<file path="src/rtl/wb_pkg.sv">
// Shared types and constants for the Wishbone address-decode mux and its
// reusable decoder.
package wb_pkg;
  typedef enum logic [1:0] {IDLE, ACTIVE, ERR, TOUT} wbmux_state_e;

  localparam logic [1:0] ERR_NONE = 2'b00;
  localparam logic [1:0] ERR_MISS = 2'b01;
  localparam logic [1:0] ERR_TOUT = 2'b10;

  localparam logic [2:0] CTI_CLASSIC = 3'b000;
  localparam logic [2:0] CTI_EOB     = 3'b111;

  // A terminated beat ends the cycle only for classic or end-of-burst tags.
  function automatic logic cti_last(input logic [2:0] cti);
    return (cti == CTI_CLASSIC) || (cti == CTI_EOB);
  endfunction
endpackage

</file>
<file path="src/rtl/wb_decode_mux_if.sv">
// Wishbone link bundle; N response/strobe lanes (N=1 for the master side,
// N=NUM_SLAVES for the broadcast slave side, where adr/dat_w are shared).
interface wb_decode_mux_if #(parameter int N = 1) ();
  logic [31:0]         adr;
  logic [31:0]         dat_w;
  logic [3:0]          sel;
  logic                we;
  logic [2:0]          cti;
  logic [1:0]          bte;
  logic [N-1:0]        cyc;
  logic [N-1:0]        stb;
  logic [N-1:0][31:0]  dat_r;
  logic [N-1:0]        ack;
  logic [N-1:0]        err;
  logic [N-1:0]        rty;

  modport master (output adr, dat_w, sel, we, cti, bte, cyc, stb,
                  input  dat_r, ack, err, rty);
  modport slave  (input  adr, dat_w, sel, we, cti, bte, cyc, stb,
                  output dat_r, ack, err, rty);
endinterface

</file>
<file path="src/rtl/wb_addr_decode.sv">
// Combinational priority address decoder: lowest matching index wins,
// hit=0 when no region matches.
module wb_addr_decode #(
  parameter int                         NUM_SLAVES = 5,
  parameter int                         IDX_W      = 3,
  parameter logic [NUM_SLAVES*32-1:0]   MATCH_ADDR = '0,
  parameter logic [NUM_SLAVES*32-1:0]   MATCH_MASK = '0
) (
  input  logic [31:0]      adr,
  output logic             hit,
  output logic [IDX_W-1:0] idx
);
  // Scanning downward lets the lowest matching index overwrite the others.
  always_comb begin
    hit = 1'b0;
    idx = '0;
    for (int i = NUM_SLAVES - 1; i >= 0; i--) begin
      if ((adr & MATCH_MASK[32*i +: 32]) == MATCH_ADDR[32*i +: 32]) begin
        hit = 1'b1;
        idx = IDX_W'(i);
      end
    end
  end
endmodule

</file>
<file path="src/rtl/wb_decode_mux.sv">
// 1-master / N-slave Wishbone decode mux: latches one slave select per cycle,
// turns misses and watchdog expiries into master err and records them.
module wb_decode_mux
  import wb_pkg::*;
#(
  parameter int                       NUM_SLAVES     = 5,
  parameter logic [NUM_SLAVES*32-1:0] MATCH_ADDR     = {NUM_SLAVES{32'h0}},
  parameter logic [NUM_SLAVES*32-1:0] MATCH_MASK     = {NUM_SLAVES{32'h0}},
  parameter int                       TIMEOUT_CYCLES = 255,
  parameter int                       CNT_W          = 16
) (
  input  logic              wb_clk_i,
  input  logic              wb_rst_ni,
  wb_decode_mux_if.slave    wbm,
  wb_decode_mux_if.master   wbs,
  output logic [CNT_W-1:0]  err_count_o,
  output logic [31:0]       err_adr_o,
  output logic [1:0]        err_cause_o
);
  localparam int  IDX_W = (NUM_SLAVES > 1) ? $clog2(NUM_SLAVES) : 1;
  localparam bit  WD_EN = (TIMEOUT_CYCLES > 0);
  localparam int  WD_W  = WD_EN ? $clog2(TIMEOUT_CYCLES + 1) : 1;

  wbmux_state_e     state_q, state_d;
  logic [IDX_W-1:0] sel_q, sel_d;
  logic [WD_W-1:0]  wd_q, wd_d;
  logic [CNT_W-1:0] cnt_q, cnt_d;
  logic [31:0]      eadr_q, eadr_d;
  logic [1:0]       cause_q, cause_d;

  logic             dec_hit;
  logic [IDX_W-1:0] dec_idx;
  logic             req, live, s_ack, s_err, s_rty, s_any;

  wb_addr_decode #(
    .NUM_SLAVES(NUM_SLAVES), .IDX_W(IDX_W),
    .MATCH_ADDR(MATCH_ADDR), .MATCH_MASK(MATCH_MASK)
  ) u_dec (.adr(wbm.adr), .hit(dec_hit), .idx(dec_idx));

  assign req   = wbm.cyc[0] & wbm.stb[0];
  assign live  = (state_q == ACTIVE) && wbm.cyc[0];
  assign s_ack = wbs.ack[sel_q];
  assign s_err = wbs.err[sel_q];
  assign s_rty = wbs.rty[sel_q];
  assign s_any = s_ack | s_err | s_rty;

  assign wbs.adr   = wbm.adr;
  assign wbs.dat_w = wbm.dat_w;
  assign wbs.sel   = wbm.sel;
  assign wbs.we    = wbm.we;
  assign wbs.cti   = wbm.cti;
  assign wbs.bte   = wbm.bte;

  always_comb begin
    wbs.cyc = '0;
    wbs.stb = '0;
    if (state_q == ACTIVE) begin
      wbs.cyc[sel_q] = wbm.cyc[0];
      wbs.stb[sel_q] = wbm.stb[0];
    end
  end

  // Responses pass through only while the cycle is live; err > rty > ack.
  always_comb begin
    wbm.dat_r = '0;
    wbm.ack   = '0;
    wbm.err   = '0;
    wbm.rty   = '0;
    if (live) begin
      wbm.dat_r[0] = wbs.dat_r[sel_q];
      wbm.err[0]   = s_err;
      wbm.rty[0]   = s_rty & ~s_err;
      wbm.ack[0]   = s_ack & ~s_err & ~s_rty;
    end else if (state_q == ERR || state_q == TOUT) begin
      wbm.err[0]   = 1'b1;
    end
  end

  always_comb begin
    state_d = state_q;
    sel_d   = sel_q;
    wd_d    = wd_q;
    cnt_d   = cnt_q;
    eadr_d  = eadr_q;
    cause_d = cause_q;
    unique case (state_q)
      IDLE: begin
        wd_d = '0;
        if (req) begin
          if (dec_hit) begin
            state_d = ACTIVE;
            sel_d   = dec_idx;
          end else begin
            state_d = ERR;
            eadr_d  = wbm.adr;
            cause_d = ERR_MISS;
            if (!(&cnt_q)) cnt_d = cnt_q + 1'b1;
          end
        end
      end
      ACTIVE: begin
        if (!wbm.cyc[0]) begin
          state_d = IDLE;
        end else if (s_any) begin
          // A response beats a same-cycle watchdog expiry.
          wd_d = '0;
          if (cti_last(wbm.cti)) state_d = IDLE;
        end else if (WD_EN && wbm.stb[0]) begin
          wd_d = wd_q + 1'b1;
          if (wd_d == WD_W'(TIMEOUT_CYCLES)) begin
            state_d = TOUT;
            eadr_d  = wbm.adr;
            cause_d = ERR_TOUT;
            if (!(&cnt_q)) cnt_d = cnt_q + 1'b1;
          end
        end
      end
      ERR, TOUT: state_d = IDLE;
      default:   state_d = IDLE;
    endcase
  end

  always_ff @(posedge wb_clk_i or negedge wb_rst_ni) begin
    if (!wb_rst_ni) begin
      state_q <= IDLE;
      sel_q   <= '0;
      wd_q    <= '0;
      cnt_q   <= '0;
      eadr_q  <= '0;
      cause_q <= ERR_NONE;
    end else begin
      state_q <= state_d;
      sel_q   <= sel_d;
      wd_q    <= wd_d;
      cnt_q   <= cnt_d;
      eadr_q  <= eadr_d;
      cause_q <= cause_d;
    end
  end

  assign err_count_o = cnt_q;
  assign err_adr_o   = eadr_q;
  assign err_cause_o = cause_q;
endmodule

</file>
<file path="src/flat_wrapper.sv">
// flat-port wrapper written by rule: the top's interface ports become plain ports
module wb_decode_mux_flat import wb_pkg::*;
#(
  parameter int                       NUM_SLAVES     = 5,
  parameter logic [NUM_SLAVES*32-1:0] MATCH_ADDR     = {NUM_SLAVES{32'h0}},
  parameter logic [NUM_SLAVES*32-1:0] MATCH_MASK     = {NUM_SLAVES{32'h0}},
  parameter int                       TIMEOUT_CYCLES = 255,
  parameter int                       CNT_W          = 16
)
  (wb_clk_i, wb_rst_ni, err_count_o, err_adr_o, err_cause_o, wbm_adr, wbm_dat_w, wbm_sel, wbm_we, wbm_cti, wbm_bte, wbm_cyc, wbm_stb, wbm_dat_r, wbm_ack, wbm_err, wbm_rty, wbs_adr, wbs_dat_w, wbs_sel, wbs_we, wbs_cti, wbs_bte, wbs_cyc, wbs_stb, wbs_dat_r, wbs_ack, wbs_err, wbs_rty);
  wb_decode_mux_if #(.N(1)) wbm_i ();
  wb_decode_mux_if #(.N((5))) wbs_i ();
  input  logic wb_clk_i;
  input  logic wb_rst_ni;
  output logic [CNT_W-1:0] err_count_o;
  output logic [31:0] err_adr_o;
  output logic [1:0] err_cause_o;
  input wire logic [$bits(wbm_i.adr)-1:0] wbm_adr;
  input wire logic [$bits(wbm_i.dat_w)-1:0] wbm_dat_w;
  input wire logic [$bits(wbm_i.sel)-1:0] wbm_sel;
  input wire logic [$bits(wbm_i.we)-1:0] wbm_we;
  input wire logic [$bits(wbm_i.cti)-1:0] wbm_cti;
  input wire logic [$bits(wbm_i.bte)-1:0] wbm_bte;
  input wire logic [$bits(wbm_i.cyc)-1:0] wbm_cyc;
  input wire logic [$bits(wbm_i.stb)-1:0] wbm_stb;
  output wire logic [$bits(wbm_i.dat_r)-1:0] wbm_dat_r;
  output wire logic [$bits(wbm_i.ack)-1:0] wbm_ack;
  output wire logic [$bits(wbm_i.err)-1:0] wbm_err;
  output wire logic [$bits(wbm_i.rty)-1:0] wbm_rty;
  output wire logic [$bits(wbs_i.adr)-1:0] wbs_adr;
  output wire logic [$bits(wbs_i.dat_w)-1:0] wbs_dat_w;
  output wire logic [$bits(wbs_i.sel)-1:0] wbs_sel;
  output wire logic [$bits(wbs_i.we)-1:0] wbs_we;
  output wire logic [$bits(wbs_i.cti)-1:0] wbs_cti;
  output wire logic [$bits(wbs_i.bte)-1:0] wbs_bte;
  output wire logic [$bits(wbs_i.cyc)-1:0] wbs_cyc;
  output wire logic [$bits(wbs_i.stb)-1:0] wbs_stb;
  input wire logic [$bits(wbs_i.dat_r)-1:0] wbs_dat_r;
  input wire logic [$bits(wbs_i.ack)-1:0] wbs_ack;
  input wire logic [$bits(wbs_i.err)-1:0] wbs_err;
  input wire logic [$bits(wbs_i.rty)-1:0] wbs_rty;
  assign wbm_i.adr = wbm_adr;
  assign wbm_i.dat_w = wbm_dat_w;
  assign wbm_i.sel = wbm_sel;
  assign wbm_i.we = wbm_we;
  assign wbm_i.cti = wbm_cti;
  assign wbm_i.bte = wbm_bte;
  assign wbm_i.cyc = wbm_cyc;
  assign wbm_i.stb = wbm_stb;
  assign wbm_dat_r = wbm_i.dat_r;
  assign wbm_ack = wbm_i.ack;
  assign wbm_err = wbm_i.err;
  assign wbm_rty = wbm_i.rty;
  assign wbs_adr = wbs_i.adr;
  assign wbs_dat_w = wbs_i.dat_w;
  assign wbs_sel = wbs_i.sel;
  assign wbs_we = wbs_i.we;
  assign wbs_cti = wbs_i.cti;
  assign wbs_bte = wbs_i.bte;
  assign wbs_cyc = wbs_i.cyc;
  assign wbs_stb = wbs_i.stb;
  assign wbs_i.dat_r = wbs_dat_r;
  assign wbs_i.ack = wbs_ack;
  assign wbs_i.err = wbs_err;
  assign wbs_i.rty = wbs_rty;
  wb_decode_mux #(.NUM_SLAVES(NUM_SLAVES), .MATCH_ADDR(MATCH_ADDR), .MATCH_MASK(MATCH_MASK), .TIMEOUT_CYCLES(TIMEOUT_CYCLES), .CNT_W(CNT_W)) u_core (.wb_clk_i(wb_clk_i), .wb_rst_ni(wb_rst_ni), .wbm(wbm_i), .wbs(wbs_i), .err_count_o(err_count_o), .err_adr_o(err_adr_o), .err_cause_o(err_cause_o));
endmodule
</file>
<file path="config.mk">
export PLATFORM = sky130hd
export DESIGN_NAME = wb_decode_mux_flat
export DESIGN_NICKNAME = d
export VERILOG_FILES = /design/src/rtl/wb_pkg.sv /design/src/rtl/wb_decode_mux_if.sv /design/src/rtl/wb_addr_decode.sv /design/src/rtl/wb_decode_mux.sv /design/src/flat_wrapper.sv
export SDC_FILE = /design/constraint.sdc
export NUM_CORES = 1
export LEC_CHECK = 0
export CAP_MARGIN = 20
export CORE_AREA = 4 4 160 162
export CTS_BUF_LIST = sky130_fd_sc_hd__clkbuf_2
export DETAILED_ROUTE_END_ITERATION = 10
export DIE_AREA = 0 0 164 166
export GPL_ROUTABILITY_DRIVEN = 1
export PLACE_DENSITY = 0.49
export SKIP_CTS_REPAIR_TIMING = 1
export SYNTH_ARGS = -nofsm -noshare
export SYNTH_HDL_FRONTEND = slang
export SYNTH_SLANG_ARGS = --single-unit
</file>
<file path="constraint.sdc">
create_clock -name wb_clk_i -period 3.8 [get_ports wb_clk_i]
set_input_delay 0.76 -clock wb_clk_i [delete_from_list [all_inputs] [get_ports wb_clk_i]]
set_output_delay 0.76 -clock wb_clk_i [all_outputs]
set_load 0.03 [all_outputs]
</file>
# After elaboration in Yosys (flattened, before gate mapping)
# Cells that the tools add are included.
[totals]
register_bits = 59
input_bits = 253
output_inout_bits = 169
wordCells = 58
[classes]
add_sub_neg = 2
n_eq_ne = 11
mux = 18
bitwise = 10
reduce_logical = 12
[ops]
columns = ["operator", "n"]
rows = [
  ["32-bit two-way mux", 1],
  ["8-bit two-way mux", 3],
  ["16-bit by 1-bit adder with 16-bit output, second input constant", 1],
  ["8-bit one-hot mux with 2 select lines", 1],
  ["16-bit AND reduction", 1],
  ["2-bit two-way mux", 6],
  ["8-bit by 1-bit adder with 8-bit output, second input constant", 1],
  ["8-bit equality test, second input constant", 1],
  ["4-bit by 3-bit inequality test with 1-bit output, second input constant", 2],
  ["1-bit two-way mux", 6],
  ["2-bit one-hot mux with 3 select lines", 1],
  ["6-bit AND reduction", 1],
  ["5-bit AND reduction", 1],
  ["1-bit AND", 4],
  ["2-bit equality test, second input constant", 2],
  ["4-bit inequality test, second input constant", 1],
  ["1-bit NOT", 4],
  ["4-bit AND reduction", 1],
  ["3-bit equality test, second input constant", 1],
  ["3-bit zero test", 1],
  ["3-bit by 2-bit inequality test with 1-bit output, second input constant", 1],
  ["3-bit AND reduction", 1],
  ["2-bit by 1-bit equality test with 1-bit output, second input constant", 1],
  ["2-bit zero test", 1],
  ["7 further kinds", 9],
]

# Longest topological paths before layout
[depth]
ltp_word = 7
ltp_mapped = 9
ltp_nobuf = 7

# Hierarchy
# A second synthesis with hierarchy kept.
[hier_totals]
hier_cells = 563
area_unflattened_um2 = 5118.7
[by_module_without_submodules]
columns = ["module", "n_inst", "cells_per_inst", "area_each_um2", "seq_area_each_um2"]
rows = [
  ["wb_decode_mux", 1, 557, 5081.1, 1576.5],
  ["wb_addr_decode", 1, 6, 37.5, 0.0],
]

# Worst setup path before layout
# No wires, ideal clock.
[synth_path]
path_type = "input to output"
start = "input wbm_cyc"
end = "output wbm_ack"
arrival_time_ns = 2.366
t_required_ns = 3.040
setup_slack_ns = 0.674
cell_stages = 3
n_path_buf = 0
path_cell_list = "inv_1 -> nor3b_1 -> nor4bb_1"
[synth_between]
elab_chain_len = 2
[synth_rtl]
columns = ["item", "line_no", "text"]
rows = [
  ["start: declaration", "flat_wrapper.sv:24", "input wire logic [$bits(wbm_i.cyc)-1:0] wbm_cyc;"],
  ["1-bit logical AND", "wb_decode_mux.sv:41", "assign live = (state_q == ACTIVE) && wbm.cyc[0];"],
  ["1-bit two-way mux", "wb_decode_mux.sv:69", "if (live) begin"],
  ["end: declaration", "flat_wrapper.sv:27", "output wire logic [$bits(wbm_i.ack)-1:0] wbm_ack;"],
]
# No other way between the ends.

# Worst setup path after layout
[layout_path]
start = "input wbm_cyc"
end = "output wbm_dat_r[26]"
[layout_between]
elab_chain_len = 2
[layout_rtl]
columns = ["item", "line_no", "text"]
rows = [
  ["1-bit logical AND", "wb_decode_mux.sv:41", ""],
  ["32-bit two-way mux", "wb_decode_mux.sv:69", ""],
  ["end: declaration", "flat_wrapper.sv:26", "output wire logic [$bits(wbm_i.dat_r)-1:0] wbm_dat_r;"],
]
# No other way between the ends.

==> impl_metrics.csv <==
group,metric,value,unit
timing,worst_slack,298,ps
critical_path,rr_endpoint,"u_core.err_count_o[15]$_DFFE_PN0P_",
power,p_leak,2.31,nW
power,irDropWorstVdd,0.106,mV
critical_path,setup.worst_path.end_class,"output pin",
die,fp.dieH,166,µm
placement,postPlaceCellArea,5270,µm²
cells_and_area,nets,781,
yosys,yosys.area_share.xor_xnor,3.48,%
route,wl,11500,µm
placement,port_buffers,194,
cts,clock_path_buffers,2,
yosys,synthArstFlopShare,100,%
yosys,synthCells,399,
cells_and_area,post-route-util,22.4,%
global_routing,grt_first_pass_wirelength,17800,µm
critical_path,worstPathArrival,2740,ps
yosys,synthMuxAreaShare,1.28,%
cts,clock_sinks,59,
timing,hold_viol,0,
die,fp.dieW,164,µm
placement,post-place-cells,838,
cells_and_area,layoutNonFillerInstCount,854,
die,initial_core_util,14.6,%
critical_path,start_kind,"primary input",
yosys,avgSynthCellArea,8.83,µm²
cts,cts-buffers-inserted,9,
yosys,synth_compound_gate_area_share,5.11,%
critical_path,crit_path_max_fanout,15,
placement,gp_congestion,0.705,
yosys,ys.flop_type,"dfrtp_1",
die,core_area,24100,µm²
route,drtAntennaViolNets,0,
global_routing,grt_overflow,0,
power,p_int,0.978,mW
critical_path,rrSetupSlack,1080,ps
placement,post-place-ws,277,ps
cells_and_area,multi_input_area,1370,µm²
timing,worst_hold_slack,357,ps
die,die-area,27200,µm²
route,vias,2947,
timing,fin_tns_setup,0,ps
yosys,synth_fa_ha_area_share,1.06,%
yosys,ys_types,40,
critical_path,r2r_start,"u_core.wd_q[0]$_DFFE_PN0P_",
critical_path,ff2ff_path_depth,6,
yosys,synth_top_family_by_area,"simple AND/OR/NAND/NOR gates",
worst_hold_path,hp-class,"primary input to async pin",
route,vias_per_cell,3.45,
global_routing,grt_max_degree,60,
critical_path,worstPathRequired,3040,ps
timing,max-slew-margin-rel,45.4,%
cells_and_area,nFillCells,2703,
job,maxCapViolations,0,
timing,rsz0062_at_grt,"no",
die,num_rows,57,
cells_and_area,seq_area,1480,µm²
global_routing,antenna_found_initial,0,
yosys,ys_seq_area_share,41.9,%
cts,clkTransAtPathRegs,180,ps
cts,clkLatencyLatePin,530,ps
power,p_switching,0.392,mW
route,drtPass1Iterations,4,
critical_path,worstSetupPathType,"primary input to output pin",
timing,timing.final.max_slew_violations,0,
timing,max_clock_freq,286,MHz
power,powerDensity,254,nW/µm²
yosys,syn_area,3520,µm²
timing,post-route-min-period,3500,ps
yosys,yosys.area_share.simple,26.9,%
power,p_total,1.37,mW
power,power_frac_seq,46.0,%
status,status,"finished, final reports clean",
cts,clock-root-buffer,"clkbuf_2",
die,num_io_pins,422,
power,switching_share,28.6,%
yosys,synth-edff-count,0,
placement,dp_hpwl,8780,µm
cells_and_area,final_cell_area,5400,µm²
cts,htree_num_levels,3,
route,first_iter_violations,83,
global_routing,track_usage,8.41,%
power,clkPwrFrac,34.2,%
timing,finalSetupViolations,0,
timing,skew,25.6,ps
power,comb_power_share,19.8,%
yosys,yosysWarnings,0,
yosys,ys_seq_elements,59,
timing,finalCritPeriodShare,92.2,%
route,wl_per_cell,13.4,µm
global_routing,grt_pass1_vias,3029,
cells_and_area,antenna_cells,0,
cells_and_area,drive_gt1_share,6.42,%
timing,tightestPinTransition,812,ps
cts,cts_tree,"yes",
route,drc_errors,0,
cells_and_area,area_growth_syn_to_layout,53.2,%
==> Yosys cell counts, types with 2 or more instances <==
library cell	instances	share of area (%)
a21o_1	2	0.43
a21oi_1	2	0.28
and2_1	32	5.7
and3_1	3	0.53
and3b_1	2	0.50
and4_1	2	0.50
buf_2	4	0.57
buf_4	87	19
clkbuf_1	4	0.43
dfrtp_1	59	42
ha_1	3	1.1
inv_1	3	0.32
mux2_2	4	1.3
nand2_1	104	11
nand2b_1	4	0.71
nand3_1	14	2.0
nand4_1	6	1.1
nor2_1	9	0.96
nor3_1	6	0.85
nor4_1	2	0.35
o21ai_0	12	1.7
o31ai_1	2	0.43
o41ai_1	2	0.50
or3_1	3	0.53
xnor2_1	9	2.2
xor2_1	5	1.2
==> worst max path at each step <==
stage / depth (start not counted) / slack (ps) / end / startpoint
global placement: 6 / 240 / wbm_dat_r[20] / wbm_cyc
floorplan: 3 / 670 / wbm_ack / wbm_cyc
CTS: 6 / 260 / wbm_dat_r[26] / wbm_cyc
finish: 6 / 300 / wbm_dat_r[26] / wbm_cyc
detailed placement: 6 / 280 / wbm_dat_r[20] / wbm_cyc
global route: 5 / 130 / wbm_ack / wbm_cyc
==> cells by family (layout without fill, tap and decap cells) <==
group,after synthesis,count (layout)
and+or+nand+nor,194,194
buffers and inverters,99,222
adders and majority gates,3,3
AOI/OAI and AO/OA,25,25
DFF,59,59
other,1,9
xor gates and xnor gates,14,14
muxes,4,4
==> power by group through the flow <==
stage | registers, mW | logic (mW) | clock network, mW
after detailed placement | 0.642 | 0.275 | 0
after global routing | 0.631 | 0.288 | 0.531
final | 0.631 | 0.271 | 0.468
after CTS | 0.631 | 0.276 | 0.508
after global placement | 0.642 | 0.276 | 0
after floorplan | 0.642 | 0.215 | 0
==> worst max-delay path, cell delays in order <==
cell and delay [ps]:
clkdlybuf4s50_1 470, inv_1 60, nor3b_2 370, buf_4 260
and2_1 140, clkdlybuf4s50_1 680
==> metal layers <==
layer	vias to the layer above	GRT usage, %	wire, µm
li1	1461	-	-
met1	1370	9.93	4800
met2	102	13.5	5410
met3	14	4.32	1120
met4	0	2.22	138
met5	-	0	0
==> registers in the layout, summed over array words and instances, names as in the netlist <==
signal,count
u_core.err_adr_o,32
u_core.err_count_o,16
u_core.wd_q,8
u_core.state_q,2
u_core.err_cause_o,1
==> layout by cell type (no fill, tap or decap), types with 2 or more instances in the layout <==
| master | n |
|---|---|
| a21o_1 | 2 |
| dfrtp_1 | 59 |
| clkbuf_2 | 10 |
| o21ai_0 | 12 |
| nand2_1 | 104 |
| or3_1 | 3 |
| and4_1 | 2 |
| nand4_1 | 6 |
| o41ai_1 | 2 |
| and3b_1 | 2 |
| nor4_1 | 2 |
| nor3_1 | 6 |
| xnor2_1 | 9 |
| clkdlybuf4s50_1 | 193 |
| and2_1 | 32 |
| nand2b_1 | 4 |
| ha_1 | 3 |
| mux2_2 | 4 |
| bufinv_16 | 2 |
| nand3_1 | 14 |
| buf_4 | 9 |
| clkinv_1 | 2 |
| inv_1 | 3 |
| a21oi_1 | 2 |
| nor2_1 | 9 |
| o31ai_1 | 2 |
| and3_1 | 3 |
| xor2_1 | 5 |
| conb_1 | 9 |
==> cell type report <==
type | count | share of cell area (%)
clock buffers | 10 | 0.927
clock inverters | 6 | 1.48
inverters | 3 | 0.209
multi-input cells | 249 | 25.4
flip-flops and latches | 59 | 27.3
well taps | 324 | 7.51
repair buffers | 203 | 37.1
(Power assumes the default switching activity.)
